**config.mk**
```make
export PLATFORM = sky130hd
export DESIGN_NAME = alu_muldiv
export DESIGN_NICKNAME = d
export VERILOG_FILES = /design/src/rtl/alu_muldiv.sv
export SDC_FILE = /design/constraint.sdc
export NUM_CORES = 1
export LEC_CHECK = 0
export CELL_PAD_IN_SITES_DETAIL_PLACEMENT = 0
export CELL_PAD_IN_SITES_GLOBAL_PLACEMENT = 1
export CORE_ASPECT_RATIO = 0.9
export CORE_MARGIN = 4
export CORE_UTILIZATION = 30
export CTS_BUF_LIST = sky130_fd_sc_hd__clkbuf_4 sky130_fd_sc_hd__clkbuf_8
export DETAILED_ROUTE_END_ITERATION = 8
export MAX_ROUTING_LAYER = met4
export PLACE_DENSITY_LB_ADDON = 0.12
export SYNTH_ARGS = -nofsm -noshare
export SYNTH_HDL_FRONTEND = slang
export SYNTH_SLANG_ARGS = --single-unit
```
**constraint.sdc**
```tcl
create_clock -name i_clk -period 6.6 [get_ports i_clk]
set_input_delay 1.65 -clock i_clk [delete_from_list [all_inputs] [get_ports i_clk]]
set_output_delay 1.65 -clock i_clk [all_outputs]
set_load 0.02 [all_outputs]
```
**src/rtl/alu_muldiv.sv**
```systemverilog
// ---------------------------------------------------------------------------
// alu_muldiv - handshaked EX-stage execute unit.
//
// Performs the RV32I ALU operations (including the LUI pass-through) with a
// registered result. It also performs the RV32M multiply/divide operations on
// an iterative radix-2 datapath: one shift-add or one restoring shift-subtract
// per cycle, taking XLEN cycles in BUSY.
//
// Ports:
//   i_clk       rising-edge clock
//   i_rst_n     synchronous active-low reset
//   i_valid     request valid          o_ready     request accepted (IDLE)
//   i_alu_op    bit4=0: base op [3:0]; bit4=1: M op, funct3 in [2:0]
//   i_op_a      operand A / rs1        i_op_b      operand B / rs2 / imm
//   o_valid     result valid, held until i_ready
//   i_ready     downstream accepts the result
//   o_alu_data  result
//
// Build option:
//   ALU_MULDIV_FAST_MUL_EN - when defined, the four multiplies use a single
//   combinational 2*XLEN multiplier with latency 1. Division stays iterative.
// ---------------------------------------------------------------------------
module alu_muldiv #(
    parameter int XLEN = 32,
    parameter int SHW  = $clog2(XLEN)
) (
    input  logic            i_clk,
    input  logic            i_rst_n,
    input  logic            i_valid,
    output logic            o_ready,
    input  logic [4:0]      i_alu_op,
    input  logic [XLEN-1:0] i_op_a,
    input  logic [XLEN-1:0] i_op_b,
    output logic            o_valid,
    input  logic            i_ready,
    output logic [XLEN-1:0] o_alu_data
);

    localparam logic [XLEN-1:0] MIN_INT = {1'b1, {(XLEN-1){1'b0}}};

    typedef enum logic [1:0] {IDLE, BUSY, DONE} state_t;

    state_t            state_reg;
    logic [SHW-1:0]    count_reg;
    logic [2:0]        funct3_reg;
    logic              neg_reg;      // negate product, or negate quotient
    logic              rem_neg_reg;  // remainder follows the dividend sign
    logic [2*XLEN-1:0] acc_reg;      // product, or {remainder, quotient}
    logic [XLEN-1:0]   opnd_reg;     // multiplicand or divisor magnitude

    assign o_ready = (state_reg == IDLE);

    // ---------------- request decode ----------------
    logic            is_m, is_div, sgn_a, sgn_b, a_neg, b_neg, div_special;
    logic [XLEN-1:0] mag_a, mag_b, base_res, special_res, fast_res;
    logic            fast_path;

    assign is_m   = i_alu_op[4];
    assign is_div = i_alu_op[4] & i_alu_op[2];
    // A is signed for MULH, MULHSU, DIV, REM; B for MULH, DIV, REM.
    assign sgn_a  = (i_alu_op[2:0] == 3'b001) | (i_alu_op[2:0] == 3'b010) |
                    (i_alu_op[2] & ~i_alu_op[0]);
    assign sgn_b  = (i_alu_op[2:0] == 3'b001) | (i_alu_op[2] & ~i_alu_op[0]);
    assign a_neg  = sgn_a & i_op_a[XLEN-1];
    assign b_neg  = sgn_b & i_op_b[XLEN-1];
    assign mag_a  = a_neg ? -i_op_a : i_op_a;
    assign mag_b  = b_neg ? -i_op_b : i_op_b;

    assign div_special = is_div & ((i_op_b == '0) |
                         (sgn_a & (i_op_a == MIN_INT) & (i_op_b == '1)));

    always_comb begin
        if (i_op_b == '0)
            special_res = i_alu_op[1] ? i_op_a : '1;
        else
            special_res = i_alu_op[1] ? '0 : MIN_INT;
    end

    always_comb begin
        base_res = '0;
        case (i_alu_op[3:0])
            4'b0000: base_res = i_op_a + i_op_b;
            4'b1000: base_res = i_op_a - i_op_b;
            4'b0001: base_res = i_op_a << i_op_b[SHW-1:0];
            4'b0010: base_res[0] = $signed(i_op_a) < $signed(i_op_b);
            4'b0011: base_res[0] = i_op_a < i_op_b;
            4'b0100: base_res = i_op_a ^ i_op_b;
            4'b0101: base_res = i_op_a >> i_op_b[SHW-1:0];
            4'b1101: base_res = $signed(i_op_a) >>> i_op_b[SHW-1:0];
            4'b0110: base_res = i_op_a | i_op_b;
            4'b0111: base_res = i_op_a & i_op_b;
            4'b1111: base_res = i_op_b;
            default: base_res = '0;
        endcase
    end

`ifdef ALU_MULDIV_FAST_MUL_EN
    logic [2*XLEN-1:0] fast_prod;
    // Sign-extending to 2*XLEN makes one unsigned multiplier serve all four.
    assign fast_prod = {{XLEN{a_neg}}, i_op_a} * {{XLEN{b_neg}}, i_op_b};
    assign fast_path = ~is_m | div_special | ~i_alu_op[2];
    always_comb begin
        if (!is_m)
            fast_res = base_res;
        else if (!i_alu_op[2])
            fast_res = (i_alu_op[1:0] == 2'b00) ? fast_prod[XLEN-1:0]
                                                : fast_prod[2*XLEN-1:XLEN];
        else
            fast_res = special_res;
    end
`else
    assign fast_path = ~is_m | div_special;
    assign fast_res  = is_m ? special_res : base_res;
`endif

    // ---------------- iterative step ----------------
    logic [XLEN:0]     mul_sum, div_shift, div_diff;
    logic [2*XLEN-1:0] mul_next, div_next, prod_fix;
    logic [XLEN-1:0]   mul_res, div_res, busy_res, quo, rem;

    always_comb begin
        // Shift-add: multiplier bits are consumed from the low half.
        mul_sum  = {1'b0, acc_reg[2*XLEN-1:XLEN]} +
                   (acc_reg[0] ? {1'b0, opnd_reg} : '0);
        mul_next = {mul_sum, acc_reg[XLEN-1:1]};
        // Restoring divide: a set top bit of the difference means "no fit".
        div_shift = {acc_reg[2*XLEN-1:XLEN], acc_reg[XLEN-1]};
        div_diff  = div_shift - {1'b0, opnd_reg};
        if (!div_diff[XLEN])
            div_next = {div_diff[XLEN-1:0], acc_reg[XLEN-2:0], 1'b1};
        else
            div_next = {div_shift[XLEN-1:0], acc_reg[XLEN-2:0], 1'b0};
        // Sign correction applied to the last step's value.
        prod_fix = neg_reg ? -mul_next : mul_next;
        mul_res  = (funct3_reg[1:0] == 2'b00) ? prod_fix[XLEN-1:0]
                                              : prod_fix[2*XLEN-1:XLEN];
        quo      = div_next[XLEN-1:0];
        rem      = div_next[2*XLEN-1:XLEN];
        if (funct3_reg[1])
            div_res = rem_neg_reg ? -rem : rem;
        else
            div_res = neg_reg ? -quo : quo;
        busy_res = funct3_reg[2] ? div_res : mul_res;
    end

    // ---------------- control and state ----------------
    always_ff @(posedge i_clk) begin
        if (!i_rst_n) begin
            state_reg   <= IDLE;
            o_valid     <= 1'b0;
            o_alu_data  <= '0;
            count_reg   <= '0;
            funct3_reg  <= '0;
            neg_reg     <= 1'b0;
            rem_neg_reg <= 1'b0;
            acc_reg     <= '0;
            opnd_reg    <= '0;
        end else begin
            case (state_reg)
                IDLE: begin
                    if (i_valid) begin
                        if (fast_path) begin
                            o_alu_data <= fast_res;
                            o_valid    <= 1'b1;
                            state_reg  <= DONE;
                        end else begin
                            funct3_reg  <= i_alu_op[2:0];
                            neg_reg     <= a_neg ^ b_neg;
                            rem_neg_reg <= a_neg;
                            count_reg   <= SHW'(XLEN-1);
                            state_reg   <= BUSY;
                            if (i_alu_op[2]) begin
                                acc_reg  <= {{XLEN{1'b0}}, mag_a};
                                opnd_reg <= mag_b;
                            end else begin
                                acc_reg  <= {{XLEN{1'b0}}, mag_b};
                                opnd_reg <= mag_a;
                            end
                        end
                    end
                end
                BUSY: begin
                    acc_reg   <= funct3_reg[2] ? div_next : mul_next;
                    count_reg <= count_reg - SHW'(1);
                    if (count_reg == '0) begin
                        o_alu_data <= busy_res;
                        o_valid    <= 1'b1;
                        state_reg  <= DONE;
                    end
                end
                DONE: begin
                    if (i_ready) begin
                        o_valid   <= 1'b0;
                        state_reg <= IDLE;
                    end
                end
                default: state_reg <= IDLE;
            endcase
        end
    end

endmodule

```
==> results by stage <==
STA:
- For the pin with the worst max-slew slack, the measured transition is 1.18 ns.
- The final-report max-slew violation count was 0.
- Adding up every negative setup slack in the final design gives 0 ns.
- Setup repair after global routing left no endpoint under its margin.
- The maximum operating frequency is 0.163 GHz.
- Headroom to the max-slew limit came out at 0.209.
- The minimum period implied by the final worst setup slack is 6.15 ns.
- The total count of hold-check failures in the final report is 0.
- The minimum hold slack is ~0.46 ns.
- The share of the clock period used by the worst path after layout is 0.932.
- The final setup violation count is 0.
- The worst-case clock skew is 0.0292 ns.

Clock tree:
- The source-to-sink clock delay at the later pin of the worst-skew pair is 0.54 ns.
- The number of buffers created by CTS is 17.
- The CTS tree is built.
- Counting every sink on the clock net gives about 140.
- The clock slew seen by the registers of the worst setup and hold paths is 0.12 ns.
- The number of buffers between clock root and the deepest sink is 2.
- The library cell used as clock root buffer is clkbuf_8.
- The total number of H-tree levels is 4.

Finish:
- The library cell used most frequently in the layout, excluding fill and tap cells, is nor2_1.
- In the layout the commonest cells are nor2_1, nand2_1, a21oi_1.
- In the final layout, the share of cells above drive strength 1 is 0.0967.
- The filler cell count is between 9k and 10k.
- Summing all flip-flop and latch instances after layout gives 2830 um^2.
- In the final layout, the multi-input gates occupy 21600 um^2.
- The register with the most flip-flops in the layout has 64 of them.
- The utilization of the core after routing is 0.342.
- The number of nets in the layout is 4143.
- Compared with the post-synthesis result, the final layout area differs by 12.7%.

Worst setup path:
- Along the worst path, the maximum fanout reaches 9.
- The total buffers and inverters traversed by the critical path is 4.
- The category of cells accounting for the largest share of critical-path delay is compound AO/OA/AOI/OAI gates.
- Counting stages on the worst path, the most repeated cell is a21oi_1.
- The worst flop-to-flop path startpoint is acc_reg[31].
- The launching element type of the critical path is a register.
- The depth of the most critical reg-to-reg path is 23.
- The largest individual stage delay along the critical path comes from the cell a2111o_1.
- The worst setup path is of the register to register kind.
- Walking the worst path, the cells encountered are inv_1 > ha_1 > fa_1 > nand2b_1 > a21oi_1 > o2111ai_1 > a2111o_1 > a21oi_1 > buf_4 > nor2_4 > inv_2 > nor2_1 > a21oi_1 > ha_1 > inv_1 > or3_1 > nor4_1 > mux2_2 > nand4_1 > or3_1 > o41ai_1 > nor2b_1 > o41ai_1.
- Data on the critical path arrives at its endpoint at 6.56 ns.
- In this run the register-to-register setup slack is 0.45 ns.
- STA puts the critical path data required time at roughly 7.0 ns.
- The largest stage delay on the critical path is 0.53 ns.
- STA classifies the critical path endpoint as a register.
- The endpoint identified for the worst register-to-register timing path is o_alu_data[28].

Worst hold path:
- The path class of the tightest hold or removal check is register to register.
- In this run the most critical hold path is launched from opnd_reg[28].
- For hold timing, the worst endpoint is opnd_reg[28].
- The worst hold path was traced through 2 stages.

Synth:
- The average cell area after synthesis is 6.73 um^2.
- Yosys mapped the design onto slightly above 100 distinct sky130hd cell types.
- Synthesis produced a netlist whose cell count is approximately 4k.
- For this run, the leading register cell type out of synthesis is dfxtp_1.
- The synthesized netlist occupies a cell area of approximately 26000 um^2.
- For this run, the number of Yosys warnings is 0.
- In the synthesized netlist the async set-or-reset flop fraction comes to 0.
- The number of nets in the synthesized netlist is 4146.
- Counting flops and latches in the post-synthesis netlist gives roughly 140.
- The proportion of synthesized chip area in sequential cells is 0.108.
- The number of enable flip-flop cells after synthesis is 0.

GRT:
- The number of global-route vias before repair is 29.6k.
- The global-route wire length before repair is 219000 um.
- The number of antenna violations at the first check in global routing is 3.
- Entering global routing, the biggest net connects ~110 pins.
- The global-route total usage across every layer is 0.329.
- The remaining global-route overflow is 0.

Route:
- The overall routed net length is 153000 um.
- The first TritonRoute pass finished after 8 iterations.
- In this run the remaining antenna-violating nets after routing total 0.
- The via-per-instance ratio is between 6 and 7.
- In the final routed layout, each cell accounts on average for around 30 um.
- For this block, the initial DRC count from the detailed router was 4504.
- For this block, the via count after detailed routing is roughly 32k.
- The number of remaining DRC errors is 0.

Power:
- VDD sags by at most ~0.12 mV.
- Internal power comes to about 2.2 mW.
- The switching part of the total power is 0.536.
- Of the total power, registers draw 0.225.
- Of the total power, the clock network draws 0.171.
- The analysis attributes to net switching a power of approximately 2.5 mW.
- The analysis attributes to cell leakage a power of ~11 nW.
- The part of the power in combinational logic is 0.604.
- The total power per unit cell area is 158 nW/um^2.

Place:
- The last weighted congestion value of the routability-driven placer is 1.02.
- In this run the tool buffered the top-level ports with 106 buffer cells.
- Detailed placement finished with a half-perimeter wire length of about 120000 um.

Floorplanning:
- Measured along the x axis, the die boundary spans 320 um.
- The region available for standard cell placement spans slightly below 90000 um^2.
- The count of pins on the block boundary is 107.
- The initial utilization of the core area, before any placement, comes to 0.304.
- The die is slightly below 300 um tall.
- After floorplanning, the core was divided into 102 placement rows.
- The area of the die is a little over 90000 um^2.

Flow run:
- The max-capacitance violation count is 0.

Outcome:
- The run finished with clean final reports.
-- per-stage QoR --
step | cells | worst slack [ns] | power, mW | instance area, um^2
finish | 5061 | 0.449 | 4.67 | 29600
global route | 5057 | 0.0432 | 4.89 | 29600
CTS | 5054 | 0.515 | 4.58 | 29500
detailed placement | 5022 | 0.179 | 3.78 | 29100
global placement | 5022 | 0.231 | 3.80 | 29100
floorplan | 3900 | 0.140 | 2.72 | 26300
-- per-layer routing --
layer  track usage  routed length [um]  share of wire
met1         0.491               73300           0.48
met2         0.452               61400           0.40
met3        0.0724               16000           0.10
met4        0.0524                2700          0.018
met5             -                   0              0
-- power by group through the flow --
| stage | logic, mW | registers, mW | clock network [mW] |
|---|---|---|---|
| 6_report | 2.82 | 1.05 | 0.798 |
| 3_3_place_gp | 2.74 | 1.06 | 0 |
| 2_1_floorplan | 1.74 | 0.982 | 0 |
| 3_5_place_dp | 2.72 | 1.06 | 0 |
| 5_1_grt | 3.00 | 1.06 | 0.835 |
| 4_1_cts | 2.73 | 1.04 | 0.808 |
-- worst min-delay path: cells and delay by family, from the launching register on --
family,cells,cell delay [ns]
and+or+nand+nor,1,0.05
AOI/OAI and AO/OA,1,0.05
DFF,1,0.33
-- synthesized netlist by cell type (41+ instances only) --
master | instances | area share
nand2_1 | 344 | 0.049
mux4_2 | 41 | 0.035
a211oi_1 | 98 | 0.028
nor2_1 | 529 | 0.076
nor4_1 | 43 | 0.010
buf_1 | 42 | 0.0060
a221oi_1 | 43 | 0.014
a21oi_1 | 320 | 0.061
inv_1 | 148 | 0.021
or3_1 | 48 | 0.011
ha_1 | 169 | 0.081
xnor2_1 | 131 | 0.044
o21ai_0 | 296 | 0.056
o31ai_1 | 42 | 0.012
dfxtp_1 | 141 | 0.11
clkbuf_1 | 275 | 0.039
mux2i_1 | 155 | 0.059
xor2_1 | 49 | 0.016
nor3_1 | 118 | 0.022
o211ai_1 | 78 | 0.022
nand4_1 | 42 | 0.010
nand3_1 | 60 | 0.011
a31oi_1 | 60 | 0.014
-- area by class of cell --
type                       instances  area share
inverter                         156      0.0198
clock buffer                      17     0.00791
clock inverter                    15     0.00575
sequential                       141      0.0956
tap                             1144      0.0484
multi-input combinational       3263       0.731
antenna                            7    0.000592
timing repair buffer             318      0.0909
-- how the worst max path moves through the flow --
stage,start,endpoint,cells past startpoint
after CTS,acc_reg[31],o_alu_data[28],22
after floorplan,i_op_b[2],o_alu_data[26],19
after global routing,acc_reg[31],o_alu_data[25],19
after global placement,i_op_a[0],o_alu_data[30],17
after detailed placement,i_op_a[0],o_alu_data[0],18
final,acc_reg[31],o_alu_data[28],23
-- kinds of logic after synthesis --
family	share of synthesized area
DFF	0.108
buffers and inverters	0.0722
AOI/OAI and AO/OA	0.334
muxes	0.0995
and+or+nand+nor	0.243
adders and majority gates	0.0836
xor gates and xnor gates	0.0600
-- timing repair --
item / 4_1_cts / 5_1_grt
hold buffers: 0 / 0
gates resized for setup: 0 / 3
buffers inserted: 0 / 0
setup endpoints to repair: 0 / 2
(Power assumes the default switching activity.)
